`src/rtl/vpu_writeback_if.sv`:
```
// UB write port: one complete deskewed row per valid/ready handshake.
interface vpu_writeback_if #(
  parameter int N      = 2,
  parameter int ADDR_W = 16
);
  logic              ub_wr_valid;
  logic              ub_wr_ready;
  logic [ADDR_W-1:0] ub_wr_addr;
  logic [N*16-1:0]   ub_wr_data;

  modport master (output ub_wr_valid, ub_wr_addr, ub_wr_data, input ub_wr_ready);
  modport slave  (input ub_wr_valid, ub_wr_addr, ub_wr_data, output ub_wr_ready);
endinterface

```
`src/rtl/vpu_writeback.sv`:
```
// Deskews column-staggered VPU lane outputs through per-lane FIFOs and writes
// complete rows to the unified buffer at consecutive addresses.
module vpu_writeback #(
  parameter int N      = 2,
  parameter int DEPTH  = 4,
  parameter int ADDR_W = 16
) (
  input  logic              clk,
  input  logic              rst_n,
  input  logic              start,
  input  logic [ADDR_W-1:0] base_addr,
  input  logic [ADDR_W-1:0] num_rows,
  input  logic [N*16-1:0]   vpu_data_in,
  input  logic [N-1:0]      vpu_valid_in,
  vpu_writeback_if.master   ub,
  output logic              busy,
  output logic              done,
  output logic              overflow
);
  localparam int PW = $clog2(DEPTH);

  typedef enum logic [1:0] {IDLE, RUN, FIN} state_t;
  state_t state, state_nx;

  logic [ADDR_W-1:0] base_q, rows_q, rows_written;
  logic [ADDR_W-1:0] accept_cnt [N];
  logic [15:0]       mem        [N][DEPTH];
  logic [PW-1:0]     wr_ptr     [N];
  logic [PW-1:0]     rd_ptr     [N];
  logic [PW:0]       count      [N];
  logic [N-1:0]      nonempty, full, want, push;
  logic              fire, launch, last_row, ovf_set;

  always_comb begin
    nonempty = '0;
    full     = '0;
    want     = '0;
    push     = '0;
    ovf_set  = 1'b0;
    for (int unsigned j = 0; j < N; j++) begin
      nonempty[j] = (count[j] != '0);
      full[j]     = (count[j] == (PW+1)'(DEPTH));
      want[j]     = (state == RUN) && vpu_valid_in[j] && (accept_cnt[j] < rows_q);
      // A full FIFO still accepts when it is popped on the same edge.
      push[j]     = want[j] && (!full[j] || fire);
      if (want[j] && !push[j]) ovf_set = 1'b1;
    end
  end

  always_comb begin
    ub.ub_wr_data = '0;
    for (int unsigned j = 0; j < N; j++)
      ub.ub_wr_data[16*j +: 16] = mem[j][rd_ptr[j]];
  end

  assign ub.ub_wr_valid = (state == RUN) && (&nonempty);
  assign ub.ub_wr_addr  = base_q + rows_written;
  assign fire           = ub.ub_wr_valid && ub.ub_wr_ready;
  assign launch         = (state == IDLE) && start;
  assign last_row       = (rows_written == rows_q - 1'b1);
  assign busy           = (state == RUN);
  assign done           = (state == FIN);

  always_comb begin
    state_nx = state;
    case (state)
      IDLE:    if (start) state_nx = (num_rows == '0) ? FIN : RUN;
      RUN:     if (fire && last_row) state_nx = FIN;
      FIN:     state_nx = IDLE;
      default: state_nx = IDLE;
    endcase
  end

  always_ff @(posedge clk or negedge rst_n) begin
    if (!rst_n) begin
      state        <= IDLE;
      base_q       <= '0;
      rows_q       <= '0;
      rows_written <= '0;
      overflow     <= 1'b0;
      for (int unsigned j = 0; j < N; j++) begin
        accept_cnt[j] <= '0;
        wr_ptr[j]     <= '0;
        rd_ptr[j]     <= '0;
        count[j]      <= '0;
        for (int unsigned k = 0; k < DEPTH; k++) mem[j][k] <= '0;
      end
    end else begin
      state <= state_nx;
      if (launch) begin
        base_q       <= base_addr;
        rows_q       <= num_rows;
        rows_written <= '0;
        overflow     <= 1'b0;
        for (int unsigned j = 0; j < N; j++) begin
          accept_cnt[j] <= '0;
          wr_ptr[j]     <= '0;
          rd_ptr[j]     <= '0;
          count[j]      <= '0;
        end
      end else begin
        if (fire)    rows_written <= rows_written + 1'b1;
        if (ovf_set) overflow     <= 1'b1;
        for (int unsigned j = 0; j < N; j++) begin
          if (push[j]) begin
            mem[j][wr_ptr[j]] <= vpu_data_in[16*j +: 16];
            wr_ptr[j]         <= wr_ptr[j] + 1'b1;
            accept_cnt[j]     <= accept_cnt[j] + 1'b1;
          end
          if (fire) rd_ptr[j] <= rd_ptr[j] + 1'b1;
          count[j] <= count[j] + {{PW{1'b0}}, push[j]} - {{PW{1'b0}}, fire};
        end
      end
    end
  end
endmodule

```
`src/flat_wrapper.sv`:
```
// flat-port wrapper written by rule: the top's interface ports become plain ports
module vpu_writeback_flat 
#(
  parameter int N      = 2,
  parameter int DEPTH  = 4,
  parameter int ADDR_W = 16
)
  (clk, rst_n, start, base_addr, num_rows, vpu_data_in, vpu_valid_in, busy, done, overflow, ub_ub_wr_valid, ub_ub_wr_addr, ub_ub_wr_data, ub_ub_wr_ready);
  vpu_writeback_if #(.N(N), .ADDR_W(ADDR_W)) ub_i ();
  input  logic clk;
  input  logic rst_n;
  input  logic start;
  input  logic [ADDR_W-1:0] base_addr;
  input  logic [ADDR_W-1:0] num_rows;
  input  logic [N*16-1:0] vpu_data_in;
  input  logic [N-1:0] vpu_valid_in;
  output logic busy;
  output logic done;
  output logic overflow;
  output wire logic [$bits(ub_i.ub_wr_valid)-1:0] ub_ub_wr_valid;
  output wire logic [$bits(ub_i.ub_wr_addr)-1:0] ub_ub_wr_addr;
  output wire logic [$bits(ub_i.ub_wr_data)-1:0] ub_ub_wr_data;
  input wire logic [$bits(ub_i.ub_wr_ready)-1:0] ub_ub_wr_ready;
  assign ub_ub_wr_valid = ub_i.ub_wr_valid;
  assign ub_ub_wr_addr = ub_i.ub_wr_addr;
  assign ub_ub_wr_data = ub_i.ub_wr_data;
  assign ub_i.ub_wr_ready = ub_ub_wr_ready;
  vpu_writeback #(.N(N), .DEPTH(DEPTH), .ADDR_W(ADDR_W)) u_core (.clk(clk), .rst_n(rst_n), .start(start), .base_addr(base_addr), .num_rows(num_rows), .vpu_data_in(vpu_data_in), .vpu_valid_in(vpu_valid_in), .ub(ub_i), .busy(busy), .done(done), .overflow(overflow));
endmodule
```
`config.mk`:
```
export PLATFORM = sky130hd
export DESIGN_NAME = vpu_writeback_flat
export DESIGN_NICKNAME = d
export VERILOG_FILES = /design/src/rtl/vpu_writeback_if.sv /design/src/rtl/vpu_writeback.sv /design/src/flat_wrapper.sv
export SDC_FILE = /design/constraint.sdc
export NUM_CORES = 1
export LEC_CHECK = 0
export ABC_AREA = 1
export BUFFER_PORTS_ARGS = -buffer_cell sky130_fd_sc_hd__clkbuf_2
export CAP_MARGIN = 10
export CORE_MARGIN = 1
export CORE_UTILIZATION = 45
export CTS_CLUSTER_SIZE = 20
export DETAILED_ROUTE_END_ITERATION = 12
export GPL_ROUTABILITY_DRIVEN = 1
export GPL_TIMING_DRIVEN = 0
export PLACE_DENSITY = 0.65
export SYNTH_ARGS = -nofsm -noshare
export SYNTH_HDL_FRONTEND = slang
export SYNTH_SLANG_ARGS = --single-unit
```
`constraint.sdc`:
```
create_clock -name clk -period 2.5 [get_ports clk]
set_input_delay 0.25 -clock clk [delete_from_list [all_inputs] [get_ports clk]]
set_output_delay 0.25 -clock clk [all_outputs]
set_load 0.01 [all_outputs]
```
After elaboration in Yosys (flattened, before gate mapping)
Index checks and enable logic that the tools add are counted.
{ "op_classes": {"addsub": 13, "mul": 0, "div_mod_pow": 0, "n_lt_le_gt_ge": 8, "n_eq_ne": 7, "n_shift": 0, "mux": 32, "n_bitwise": 5, "reduce_logical": 32} }
{ "ops": {"columns": ["cell", "count"], "rows": [
  ["$mux W16", 10],
  ["$bwmux W64", 2],
  ["$bmux W16 S2", 2],
  ["$demux W16 S2", 2],
  ["$add A16 B1 Y16 const B", 3],
  ["$lt A16 B16 Y1", 2],
  ["$mux W32", 1],
  ["$add A16 B16 Y16", 1],
  ["$eq A16 B16 Y1", 1],
  ["$logic_not A16 Y1", 1],
  ["$sub A16 B1 Y16 const B", 1],
  ["$logic_and A1 B1 Y1", 14],
  ["$mux W2", 7],
  ["$ge A3 B3 Y1 const B", 4],
  ["$not A2 Y3", 4],
  ["$add A2 B1 Y2 const B", 4],
  ["$mux W4", 2],
  ["$reduce_and A2 Y1", 4],
  ["$reduce_bool A2 Y1", 4],
  ["$add A3 B1 Y3", 2],
  ["$eq A3 B3 Y1 const B", 2],
  ["$lt A3 B1 Y1 const B", 2],
  ["$mux W6", 1],
  ["$reduce_bool A3 Y1", 2],
  ["other kinds (11)", 19]
]} }
{ "word_totals": {"regBits": 225, "latchBits": 0, "mem_bits_rw": 0, "mem_bits_ro": 0, "input_bits": 70, "output_inout_bits": 52, "elab_cells": 118, "memories": 0} }

Longest topological paths before layout
{ "logic_depth": {"word_depth": 12, "ltp_mapped": 16, "depth_no_buf": 16} }

Worst setup path after synthesis
Ideal clock, no wire load.
{ "synth_path": {"kind": "reg2reg", "from": "register u_core.rows_q[11]", "to": "register u_core.count[5] in the netlist's numbering", "setup_time_ns": 0.132, "arrival_ns": 2.296, "required_ns": 2.368, "slack_ns": 0.073, "stages_incl_launch_ff": 13, "path_buffers": 0, "period_less_slack_ns": 2.427, "path_cell_list": "dfrtp_1 inv_1 ha_1 a21oi_1 o21ai_0 a211oi_2 nand3_1 inv_1 ha_1 inv_1 fa_1 xor2_1 nor2_1"} }
{ "synth_via": {"elab_chain_len": 6} }
{ "synth_rtl": {"columns": ["element", "line", "rtl"], "rows": [
  ["from (decl)", "vpu_writeback.sv:25", "logic [ADDR_W-1:0] base_q, rows_q, rows_written;"],
  ["from (signal assigned)", "vpu_writeback.sv:92", "rows_q <= num_rows;"],
  ["$lt A16 B16 Y1", "vpu_writeback.sv:43", "want[j] = (state == RUN) && vpu_valid_in[j] && (accept_cnt[j] < rows_q);"],
  ["$logic_and A1 B1 Y1", "vpu_writeback.sv:43", null],
  ["$logic_and A1 B1 Y1", "vpu_writeback.sv:45", "push[j] = want[j] && (!full[j] || fire);"],
  ["$add A3 B1 Y3", "vpu_writeback.sv:111", "count[j] <= count[j] + {{PW{1'b0}}, push[j]} - {{PW{1'b0}}, fire};"],
  ["$sub A3 B1 Y3", "vpu_writeback.sv:111", null],
  ["$mux W6", "vpu_writeback.sv:90", "if (launch) begin"],
  ["to (signal, indexed assignment)", "vpu_writeback.sv:111", null],
  ["to (decl)", "vpu_writeback.sv:30", "logic [PW:0] count [N];"]
]} }
Every way passes these cells.
A chain may end at the register's enable or synchronous reset.

Final worst setup path
{ "layout_path": {"from": "register u_core.base_q[0]", "to": "output port ub_ub_wr_addr[14]"} }
{ "layout_via": {"elab_chain_len": 1} }
{ "layout_rtl": {"columns": ["element", "line", "rtl"], "rows": [
  ["from (decl)", "vpu_writeback.sv:25", null],
  ["from (signal assigned)", "vpu_writeback.sv:91", "base_q <= base_addr;"],
  ["$add A16 B16 Y16", "vpu_writeback.sv:57", "assign ub.ub_wr_addr = base_q + rows_written;"],
  ["to (decl)", "flat_wrapper.sv:21", "output wire logic [$bits(ub_i.ub_wr_addr)-1:0] ub_ub_wr_addr;"]
]} }
Every way passes these cells.

==> metrics.md <==
| Metric | Value |
|---|---|
| Outcome | finished, violations left |
| Failing checks | setup timing |
| Die H | about 170 um |
| Row count | 60 |
| VDD IR-drop max | slightly below 0.6 mV |
| Critical Path Max Stage Delay | ~0.39 ns |
| Total gr overflow | 0 |
| Seq/Total Area, Yosys | between 40% and 50% |
| Final Core Density | between 50% and 60% |
| Mean post-synth cell area | roughly 8 um^2 |
| Core area | 27000 um^2 |
| Final Wtd Congestion | between 0.8 and 0.9 |
| Post-synth ARST share | between 90% and 100% |
| Global Route Usage Sum | around a quarter |
| Crit start category | register |
| DR DRC count | 0 |
| Synth unique cells | 43 |
| Worst Path Buf+Inv | 2 |
| IO Port Bufs | approximately 120 |
| Final setup vio count | 6 |
| Via/cell ratio | ~5.3 |
| DR pass1 iterations | 5 |
| Max-cap violation count | 0 |
| Die width | approximately 170 um |
| Total CTS buffers | 27 |
| Clock root buffer | clkbuf_16 |
| Ant. Diodes | 0 |
| # nets final | 1953 |
| Tcrit/Tclk final | 109% |
| Least-Margin Pin Slew | between 0.7 and 0.8 ns |
| Delay-heaviest family, CP | adder cells |
| Leakage | roughly 7.8 nW |
| 1st-iter DRT viols | between 800 and 900 |
| #FFs+latches synth | ~230 |
| Synth Cell Area | 12300 um^2 |
| Vias in the first global route | around 11000 |
| Ys flop type | dfrtp_1 |
| Clk_lat worst skew | about 0.55 ns |
| Largest net degree at the start of global routing | ~100 |
| Share of layout cells above drive strength 1 | between 20% and 30% |
| Non-Filler Instances | around 2200 |
| Clock tree buffer depth | 3 |
| Critical path fanouts, max | 3 |
| Syn Nets | approximately 1700 |
| CTS clk-pin slew, worst paths | ~0.060 ns |
| Crit Path Class | register to output pin |
| Total Power | about 18 mW |
| DR vias | ~12000 |
| I/O pins | around 120 |
| Initial Util | 45.7% |
| CTS tree | yes |
| Unrepaired setup endpoints after global routing | true |
| Synthesis-to-finish area growth | 28.4% |
| Critical path's slowest cell | dfrtp_1 |
| DP Cell Count | between 2000 and 2500 |
| Fill cells | ~2400 |
| TritonCTS Sinks | 225 |
| Number of routed nets with antenna violations | 0 |
| Synth Warn # | 0 |
| Initial antenna violation count | 0 |
| Worst slack, placed | -0.607 ns |
| Fmax | 0.367 GHz |
| CTS H-Tree Depth | 1 |
| First-pass GRT wire length | approximately 58000 um |
| Final setup skew | between 0.015 and 0.02 ns |
| Worst setup margin | -0.227 ns |
| Number of synthesized flops with an enable pin | 0 |
| Fin. max-slew vios | 0 |
| Hold Path Class | input pin to register |
| WHS | 0.0219 ns |
| CP endpoint kind | output pin |
| DPL Wire Length | between 20000 and 25000 um |
| WP data arrival | about 2.5 ns |
| Critical Path RT | ~2.3 ns |
| Crit-path cells | ha_4 > inv_2 > fa_2 > o21ai_4 > nand4_1 > nand3_2 > nand2_1 > o211ai_1 > xor2_1 > buf_2 |
| Fin crit period | about 2.7 ns |
| DR WL/cell | around 17 um |
| Pwr/cell area | 1140 nW/um^2 |
| Synth Instances | around 1600 |
| Final hold violations | 0 |
| Total Wirelength | roughly 37000 um |
| Die area | between 20000 and 30000 um^2 |
| Worst rel slew slack | 52.7% |
logic make-up (layout without fill, tap and decap cells):
logic type               Yosys count  count (layout)  share of synthesized area, %
AO/OA/AOI/OAI                    324             324                          13.8
multiplexers                       1               1                        0.0812
adder cells (fa/ha/maj)           64              64                          6.68
flip-flops                       225             225                          45.7
AND/OR/NAND/NOR                  682             682                          22.9
XOR/XNOR                          66              66                          4.69
buffers and inverters            194             478                          6.19
cell type report:
type	count	area, um^2	area share (%)
flip-flops and latches	225	5650	35.7
multi-input cells	1137	6320	39.9
repair buffers	234	1630	10.3
well taps	341	427	2.69
clock inverters	14	219	1.38
inverters	135	533	3.37
clock buffers	36	759	4.80
plain buffers	59	297	1.87
cell usage in the layout (no fill, tap or decap), drive strengths merged, types with 2 or more instances in the layout:
cell type    count
a211oi           2
a21boi           3
a21oi           33
a31oi            3
buf             97
bufinv           5
clkbuf         183
clkinv           9
clkinvlp         2
dfrtp          225
dlygate4sd3     49
fa               3
ha              61
inv            133
nand2          411
nand3           45
nand3b           6
nand4           24
nor2           161
nor3            18
nor3b            2
nor4            13
o21ai          244
o22ai           32
o31ai            3
xnor2           22
xor2            44
per-layer routing:
metal  track usage (%)  routed length (um)
met1              35.0               16500
met2              42.6               17300
met3              2.62                1730
met4              9.25                 981
met5                 0                   0
report_power, final:
| part | total (mW) | internal, mW | switching (mW) | leakage, nW |
|---|---|---|---|---|
| Clock | 4.28 | 2.66 | 1.62 | 0.478 |
| Sequential | 5.97 | 5.02 | 0.944 | 2.90 |
| Combinational | 7.76 | 3.02 | 4.73 | 4.41 |
| Total | 18.0 | 10.7 | 7.29 | 7.78 |
synthesized netlist by cell type (2+ instances only):
| library cell | number | area, um^2 |
|---|---|---|
| buf_2 | 18 | 90.1 |
| nor2_1 | 159 | 597 |
| nand3_1 | 45 | 225 |
| fa_1 | 3 | 60.1 |
| buf_4 | 3 | 22.5 |
| o31ai_1 | 3 | 22.5 |
| ha_1 | 61 | 763 |
| nand4_1 | 22 | 138 |
| inv_1 | 129 | 484 |
| o22ai_1 | 32 | 200 |
| xor2_1 | 44 | 385 |
| nor3_1 | 17 | 85.1 |
| a21oi_1 | 33 | 165 |
| a31oi_1 | 3 | 18.8 |
| a21boi_0 | 3 | 22.5 |
| o21ai_0 | 226 | 1130 |
| clkbuf_1 | 37 | 139 |
| clkinv_1 | 3 | 11.3 |
| nand3b_1 | 6 | 45.0 |
| dfrtp_1 | 225 | 5630 |
| inv_2 | 2 | 7.51 |
| nor3b_1 | 2 | 15.0 |
| o21ai_1 | 18 | 90.1 |
| nor4_1 | 13 | 81.3 |
| nand4_4 | 2 | 42.5 |
| nand2_1 | 409 | 1540 |
| xnor2_1 | 22 | 193 |
state kept, by name (all words and copies together), names as in the netlist:
name,count
u_core.base_q,16
u_core.count,6
u_core.accept_cnt,32
u_core.state,2
u_core.mem,128
u_core.rows_q,16
u_core.rows_written,16
u_core.overflow,1
u_core.wr_ptr,4
u_core.rd_ptr,4
final timing paths:
path | from | endpoint | slack [ns] | depth (start not counted)
setup / recovery | u_core.base_q[0]$_DFFE_PN0P_ | ub_ub_wr_addr[14] | -0.23 | 10
hold / removal | vpu_data_in[24] | u_core.mem[56]$_DFFE_PN0P_ | 0.02 | 3
setup reg to reg | u_core.rows_q[7]$_DFFE_PN0P_ | u_core.count[2]$_DFF_PN0_ | 0.10 | 13
hold reg to reg | u_core.mem[29]$_DFFE_PN0P_ | u_core.mem[29]$_DFFE_PN0P_ | 0.48 | 2
max in group asynchronous | rst_n | u_core.rows_written[2]$_DFFE_PN0P_ | 1.51 | 3
min in group asynchronous | rst_n | u_core.mem[10]$_DFFE_PN0P_ | 0.17 | 2
tightest hold or removal path: stages:
cell      delay, ns
clkbuf_2       0.08
inv_1          0.11
o21ai_1        0.09
stage by stage:
step | cell area [um^2] | setup TNS (ns)
finish | 15800 | -0.988
CTS | 15400 | -0.888
floorplan | 12300 | 0
global placement | 13400 | -771.28
global route | 15800 | -1.66
detailed placement | 13400 | -6.40
repair_timing:
| item | 4_1_cts | 5_1_grt |
|---|---|---|
| buffers inserted | 26 | 36 |
| pin swaps | 23 | 29 |
| gates resized for setup | 72 | 99 |
| endpoints found under the setup margin | 126 | 141 |
| endpoints found under the hold margin | 102 | 0 |
| hold buffers | 49 | 0 |
(Power assumes the default switching activity.)
